[src/rtl/pll_ctrl_pkg.sv]
// Shared state encoding and width helper for the PLL lock supervisor.
package pll_ctrl_pkg;

   typedef enum logic [2:0] {
      PRST,
      WAIT,
      FILT,
      REL,
      RUN,
      FAIL
   } state_e;

   // Ceiling log2 with a floor of 1 so zero-width vectors never appear.
   function automatic int clog2(input int v);
      int r;
      r = 0;
      while ((1 << r) < v) r++;
      return (r < 1) ? 1 : r;
   endfunction

endpackage

[src/rtl/sync_2ff.sv]
// Two-flop synchroniser for a single asynchronous level; 2-cycle latency.
// Free-running, no backpressure; resets to 0.
module sync_2ff (
   input  logic clk_i,
   input  logic rst_n_i,
   input  logic d_i,
   output logic q_o
);

   logic s1_q;
   logic s2_q;

   always_ff @(posedge clk_i or negedge rst_n_i) begin
      if (!rst_n_i) begin
         s1_q <= 1'b0;
         s2_q <= 1'b0;
      end else begin
         s1_q <= d_i;
         s2_q <= s1_q;
      end
   end

   assign q_o = s2_q;

endmodule

[src/rtl/pll_lock_ctrl.sv]
// PLL supervisor: reset pulse, lock filter with timeout/retry, staged downstream reset release.
// All outputs registered; lock is accepted LOCK_FILT_CYC+1 edges after raw lock is first sampled high.
module pll_lock_ctrl
   import pll_ctrl_pkg::*;
#(
   parameter int RST_PULSE_CYC    = 16,
   parameter int LOCK_TIMEOUT_CYC = 50000,
   parameter int LOCK_FILT_CYC    = 256,
   parameter int MAX_RETRY        = 3,
   parameter int NUM_RST          = 4,
   parameter int STAGE_GAP_CYC    = 64
) (
   input  logic                              clkin1,
   input  logic                              rst_n,
   input  logic                              soft_rst,
   input  logic                              pll_lock,
   output logic                              pll_rst,
   output logic [NUM_RST-1:0]                rst_out_n,
   output logic                              locked,
   output logic                              fail,
   output logic [clog2(MAX_RETRY+1)-1:0]     retry_cnt
);

   localparam int MAX_AB = (RST_PULSE_CYC > LOCK_TIMEOUT_CYC) ? RST_PULSE_CYC : LOCK_TIMEOUT_CYC;
   localparam int MAX_CD = (LOCK_FILT_CYC > STAGE_GAP_CYC) ? LOCK_FILT_CYC : STAGE_GAP_CYC;
   localparam int MAXC   = (MAX_AB > MAX_CD) ? MAX_AB : MAX_CD;
   localparam int CW     = clog2(MAXC + 1);
   localparam int SW     = clog2(NUM_RST + 1);
   localparam int RW     = clog2(MAX_RETRY + 1);

   logic lock_s;

   sync_2ff u_lock_sync (
      .clk_i   (clkin1),
      .rst_n_i (rst_n),
      .d_i     (pll_lock),
      .q_o     (lock_s)
   );

   state_e               state_q, state_d;
   logic [CW-1:0]        cnt_q, cnt_d;
   logic [SW-1:0]        stg_q, stg_d;
   logic                 pll_rst_q, pll_rst_d;
   logic [NUM_RST-1:0]   rst_out_n_q, rst_out_n_d;
   logic                 locked_q, locked_d;
   logic                 fail_q, fail_d;
   logic [RW-1:0]        retry_q, retry_d;
   logic [RW-1:0]        retry_inc;
   logic                 go_lock;
   logic                 go_lose;

   always_ff @(posedge clkin1 or negedge rst_n) begin
      if (!rst_n) begin
         state_q     <= PRST;
         cnt_q       <= '0;
         stg_q       <= '0;
         pll_rst_q   <= 1'b1;
         rst_out_n_q <= '0;
         locked_q    <= 1'b0;
         fail_q      <= 1'b0;
         retry_q     <= '0;
      end else begin
         state_q     <= state_d;
         cnt_q       <= cnt_d;
         stg_q       <= stg_d;
         pll_rst_q   <= pll_rst_d;
         rst_out_n_q <= rst_out_n_d;
         locked_q    <= locked_d;
         fail_q      <= fail_d;
         retry_q     <= retry_d;
      end
   end

   always_comb begin
      state_d     = state_q;
      cnt_d       = cnt_q;
      stg_d       = stg_q;
      pll_rst_d   = pll_rst_q;
      rst_out_n_d = rst_out_n_q;
      locked_d    = locked_q;
      fail_d      = fail_q;
      retry_d     = retry_q;
      go_lock     = 1'b0;
      go_lose     = 1'b0;
      retry_inc   = retry_q + RW'(1);

      case (state_q)
         PRST: begin
            if (cnt_q == CW'(RST_PULSE_CYC - 1)) begin
               state_d   = WAIT;
               cnt_d     = '0;
               pll_rst_d = 1'b0;
            end else begin
               cnt_d = cnt_q + CW'(1);
            end
         end
         WAIT: begin
            // Timeout outranks a lock seen on the same edge.
            if (cnt_q == CW'(LOCK_TIMEOUT_CYC - 1)) begin
               retry_d   = retry_inc;
               pll_rst_d = 1'b1;
               cnt_d     = '0;
               if (retry_inc == RW'(MAX_RETRY)) begin
                  state_d = FAIL;
                  fail_d  = 1'b1;
               end else begin
                  state_d = PRST;
               end
            end else if (lock_s) begin
               if (LOCK_FILT_CYC == 1) begin
                  go_lock = 1'b1;
               end else begin
                  state_d = FILT;
                  cnt_d   = CW'(1);
               end
            end else begin
               cnt_d = cnt_q + CW'(1);
            end
         end
         FILT: begin
            if (!lock_s) begin
               state_d = WAIT;
               cnt_d   = '0;
            end else if (cnt_q == CW'(LOCK_FILT_CYC - 1)) begin
               go_lock = 1'b1;
            end else begin
               cnt_d = cnt_q + CW'(1);
            end
         end
         REL: begin
            if (!lock_s) begin
               go_lose = 1'b1;
            end else if (cnt_q == CW'(STAGE_GAP_CYC - 1)) begin
               cnt_d = '0;
               stg_d = stg_q + SW'(1);
               for (int i = 0; i < NUM_RST; i++) begin
                  if (stg_q == SW'(i)) rst_out_n_d[i] = 1'b1;
               end
               if (stg_q == SW'(NUM_RST - 1)) state_d = RUN;
            end else begin
               cnt_d = cnt_q + CW'(1);
            end
         end
         RUN: begin
            if (!lock_s) go_lose = 1'b1;
         end
         FAIL: begin
            state_d = FAIL;
         end
         default: begin
            state_d = PRST;
         end
      endcase

      if (go_lock) begin
         state_d        = (NUM_RST == 1) ? RUN : REL;
         cnt_d          = '0;
         stg_d          = SW'(1);
         rst_out_n_d    = '0;
         rst_out_n_d[0] = 1'b1;
         locked_d       = 1'b1;
         retry_d        = '0;
      end

      if (go_lose) begin
         state_d     = PRST;
         cnt_d       = '0;
         stg_d       = '0;
         pll_rst_d   = 1'b1;
         rst_out_n_d = '0;
         locked_d    = 1'b0;
      end

      if (soft_rst) begin
         state_d     = PRST;
         cnt_d       = '0;
         stg_d       = '0;
         pll_rst_d   = 1'b1;
         rst_out_n_d = '0;
         locked_d    = 1'b0;
         fail_d      = 1'b0;
         retry_d     = '0;
      end
   end

   assign pll_rst   = pll_rst_q;
   assign rst_out_n = rst_out_n_q;
   assign locked    = locked_q;
   assign fail      = fail_q;
   assign retry_cnt = retry_q;

endmodule

[config.mk]
export PLATFORM = sky130hd
export DESIGN_NAME = pll_lock_ctrl
export DESIGN_NICKNAME = d
export VERILOG_FILES = /design/src/rtl/pll_ctrl_pkg.sv /design/src/rtl/sync_2ff.sv /design/src/rtl/pll_lock_ctrl.sv
export SDC_FILE = /design/constraint.sdc
export NUM_CORES = 1
export LEC_CHECK = 0
export ABC_AREA = 1
export CELL_PAD_IN_SITES_DETAIL_PLACEMENT = 1
export CELL_PAD_IN_SITES_GLOBAL_PLACEMENT = 1
export CORE_MARGIN = 2
export CORE_UTILIZATION = 46
export DETAILED_ROUTE_END_ITERATION = 7
export PLACE_DENSITY = 0.83
export SYNTH_ARGS = -nofsm -noshare
export SYNTH_HDL_FRONTEND = slang
export SYNTH_SLANG_ARGS = --single-unit
[constraint.sdc]
create_clock -name clkin1 -period 4.4 [get_ports clkin1]
set_input_delay 0.44 -clock clkin1 [delete_from_list [all_inputs] [get_ports clkin1]]
set_output_delay 0.44 -clock clkin1 [all_outputs]
set_load 0.005 [all_outputs]
==> impl_metrics.ini <==
[outcome]
status = finished, final reports clean

[floorplanning]
start_util_pct = 46.82
num_rows = 25
fp.coreArea_um2 = 4661
fp.dieH_um = 72.88
dieArea_um2 = 5311
die_x_um = 72.88
io_pins = 13

[synth]
synthCells = 323
synth_top_family_by_area = simple AND/OR/NAND/NOR gates
yosysTopAreaCell = dfrtp_1
synth_compound_area_share_pct = 6.938
synth_cell_type_count = 28
syn_nets = 334
synth_xor_area_share_pct = 2.408
syn-cell-area_um2 = 2182
synth-simple-area-share_pct = 40.25
synthMuxAreaShare_pct = 0
synth_warnings = 0
syn_area_per_cell_um2 = 6.756
yosysTopAreaCellShare_pct = 36.70
synth_fa_ha_area_share_pct = 4.014
yosysSeqAreaShare_pct = 37.90
ys_ff_latch = 33
synth.area.top_cells = dfrtp_1 37%, nand2_1 18%, nor2_1 8.9%

[sta]
setup_viol = 0
setup_slack_ns = 2.316
fin_crit_sh_pct = 47.36
hold_viol = 0
fin_tns_setup_ns = 0
slew_violations = 0
worst_pin_slew_ns = 0.4536
finClkSkew_ns = 0.007069
fin_crit_ns = 2.084
max_freq_mhz = 479.9
rsz0062_at_grt = no
slew_headroom_pct = 69.76

[cts]
cts-root-buf = clkbuf_8
ctsResizeCount = 0
clk_path_buf_depth = 2
post_cts_buffers = 0
htree_levels = 2
tritoncts = yes
cts_hold_buf = 0
numCtsBuffers = 5
clk-insertion-delay-late_ns = 0.29
cts.sinks = 33
clkTransAtPathRegs_ns = 0.07

[routing]
dr.pass1.iters = 4
drc = 0
drt_iter0_markers = 136
wire_per_inst_um = 14.22
ant_nets = 0
via_per_inst = 5.201
routed_wl_um = 5588
vias = 2044

[layout]
regArea_um2 = 827.0
multi_input_comb_area_um2 = 1170
final_area_um2 = 2440
mostFrequentLayoutCells = 103 x nand2_1, 52 x nor2_1, 39 x inv_1, 32 x dfrtp_1, 22 x nand3_1
antenna-diode-count = 0
drive_above_1_share_pct = 7.670
final_common_cell = nand2_1
fin_nets = 349
fill_cells = 626
fin_util_pct = 52.35
area_delta_synth_final_pct = 11.81

[grt]
antenna_found_initial = 0
grt_pass1_vias = 2140
grt_usage_pct = 24.11
grt_overflow_total = 0
grt_pass1_wl_um = 9867
grt_max_degree = 34

[setup_path]
cp_max_fo = 7
path_buf_inv = 0
critPathSlowestCell = dfrtp_1
reg2regPathDepth = 10
r2r-start = cnt_q[0]
start_kind = flop
rrSetupSlack_ns = 2.32
slowest_delay_ns = 0.45
cp_top_family = simple AND/OR/NAND/NOR gates
crit_arrival_ns = 2.25
cp-end-kind = flop
critical_path.cell_chain = ha_1 > nand3_2 > nor2_1 > nand2_1 > nand2_1 > nand2_1 > nor2_2 > nor2_2 > nor2_2 > nor2_1
path_class = flop to flop
worstReg2RegEnd = cnt_q[14]
required_ns = 4.57

[hold_path]
whs_endpoint = u_lock_sync.q_o
worstHoldPathType = flop to flop
hp-start = u_lock_sync.s1_q
hold_depth = 0

[pwr]
leakagePower_nw = 1.156
powerDensity_nw_per_um2 = 373.9
vdd_drop_max_mv = 0.2364

[placement]
dp_hpwl_um = 4314
pre_cts_slack_ns = 2.200
io_buffer_count = 12
post_dp_cell_area_um2 = 2350
globalplace.congestion = 0.8246

[run]
maxCapViolations = 0
## layer usage
metal	routed length [µm]	global-route usage [%]
met1	2562	29.77
met2	2755	41.62
met3	142	4.420
met4	128	9.259
met5	0	0
## registers in the layout, indices dropped and copies added, names as in the netlist
signal and flops:
cnt_q 16, rst_out_n 4, state_q 3, stg_q 3, retry_cnt 2, fail 1, locked 1, pll_rst 1
u_lock_sync.q_o 1, u_lock_sync.s1_q 1
## cell usage after synthesis, drive strengths merged
cell      n
dfstp     1
xor2      4
xnor2     2
or2       1
a21oi    12
dfrtp    32
nor3      2
nand4    10
nor4      1
nand2   107
o32ai     1
buf       5
nand3    23
inv      42
ha        7
nand3b    1
o21bai    1
nor2     59
o21ai    12
## cell families after synthesis
group	Yosys count
AO/OA/AOI/OAI	26
flip-flops	33
adder cells (fa/ha/maj)	7
AND/OR/NAND/NOR	204
buffers and inverters	47
XOR/XNOR	6
## worst max-delay path by stage
stage          startpoint   endpoint  slack, ns  depth (start not counted)
2_1_floorplan    cnt_q[0]  cnt_q[10]       2.73                         10
3_3_place_gp     soft_rst   cnt_q[7]       2.28                          9
3_5_place_dp     soft_rst   cnt_q[7]       2.20                          9
4_1_cts          cnt_q[0]   cnt_q[9]       2.28                         10
5_1_grt        state_q[2]   cnt_q[2]       2.06                         11
6_report         cnt_q[0]  cnt_q[14]       2.32                         10
## through the flow
stage / total power, mW / std cells / hold slack, ns
detailed placement: 0.6830 / 385 / 0.3389
floorplan: 0.5912 / 323 / 0.1444
CTS: 0.9269 / 393 / 0.3537
global placement: 0.6719 / 385 / 0.3331
finish: 0.9122 / 393 / 0.3499
global route: 0.9866 / 393 / 0.3585
## worst reg2reg max path, delay by kind of cell, from the launching register on
family / cells / cell delay [ns]
fa+ha+maj: 1 / 0.25
simple gates: 9 / 1.27
flops: 1 / 0.45
## layout make-up
class                           count  share of cell area (%)
Clock buffer                        8                   3.692
Inverter                           42                   6.462
Multi-Input combinational cell    243                   47.95
Sequential cell                    33                   33.90
Tap cell                           54                   2.769
Timing Repair Buffer               13                   5.231
## where the power goes
| part | internal [mW] | switching, mW | leakage [nW] |
|---|---|---|---|
| clock | 0.128 | 0.111 | 0.0455 |
| combinational | 0.0948 | 0.205 | 0.662 |
| sequential | 0.334 | 0.0395 | 0.448 |
Power figures use the tool's default switching activity.
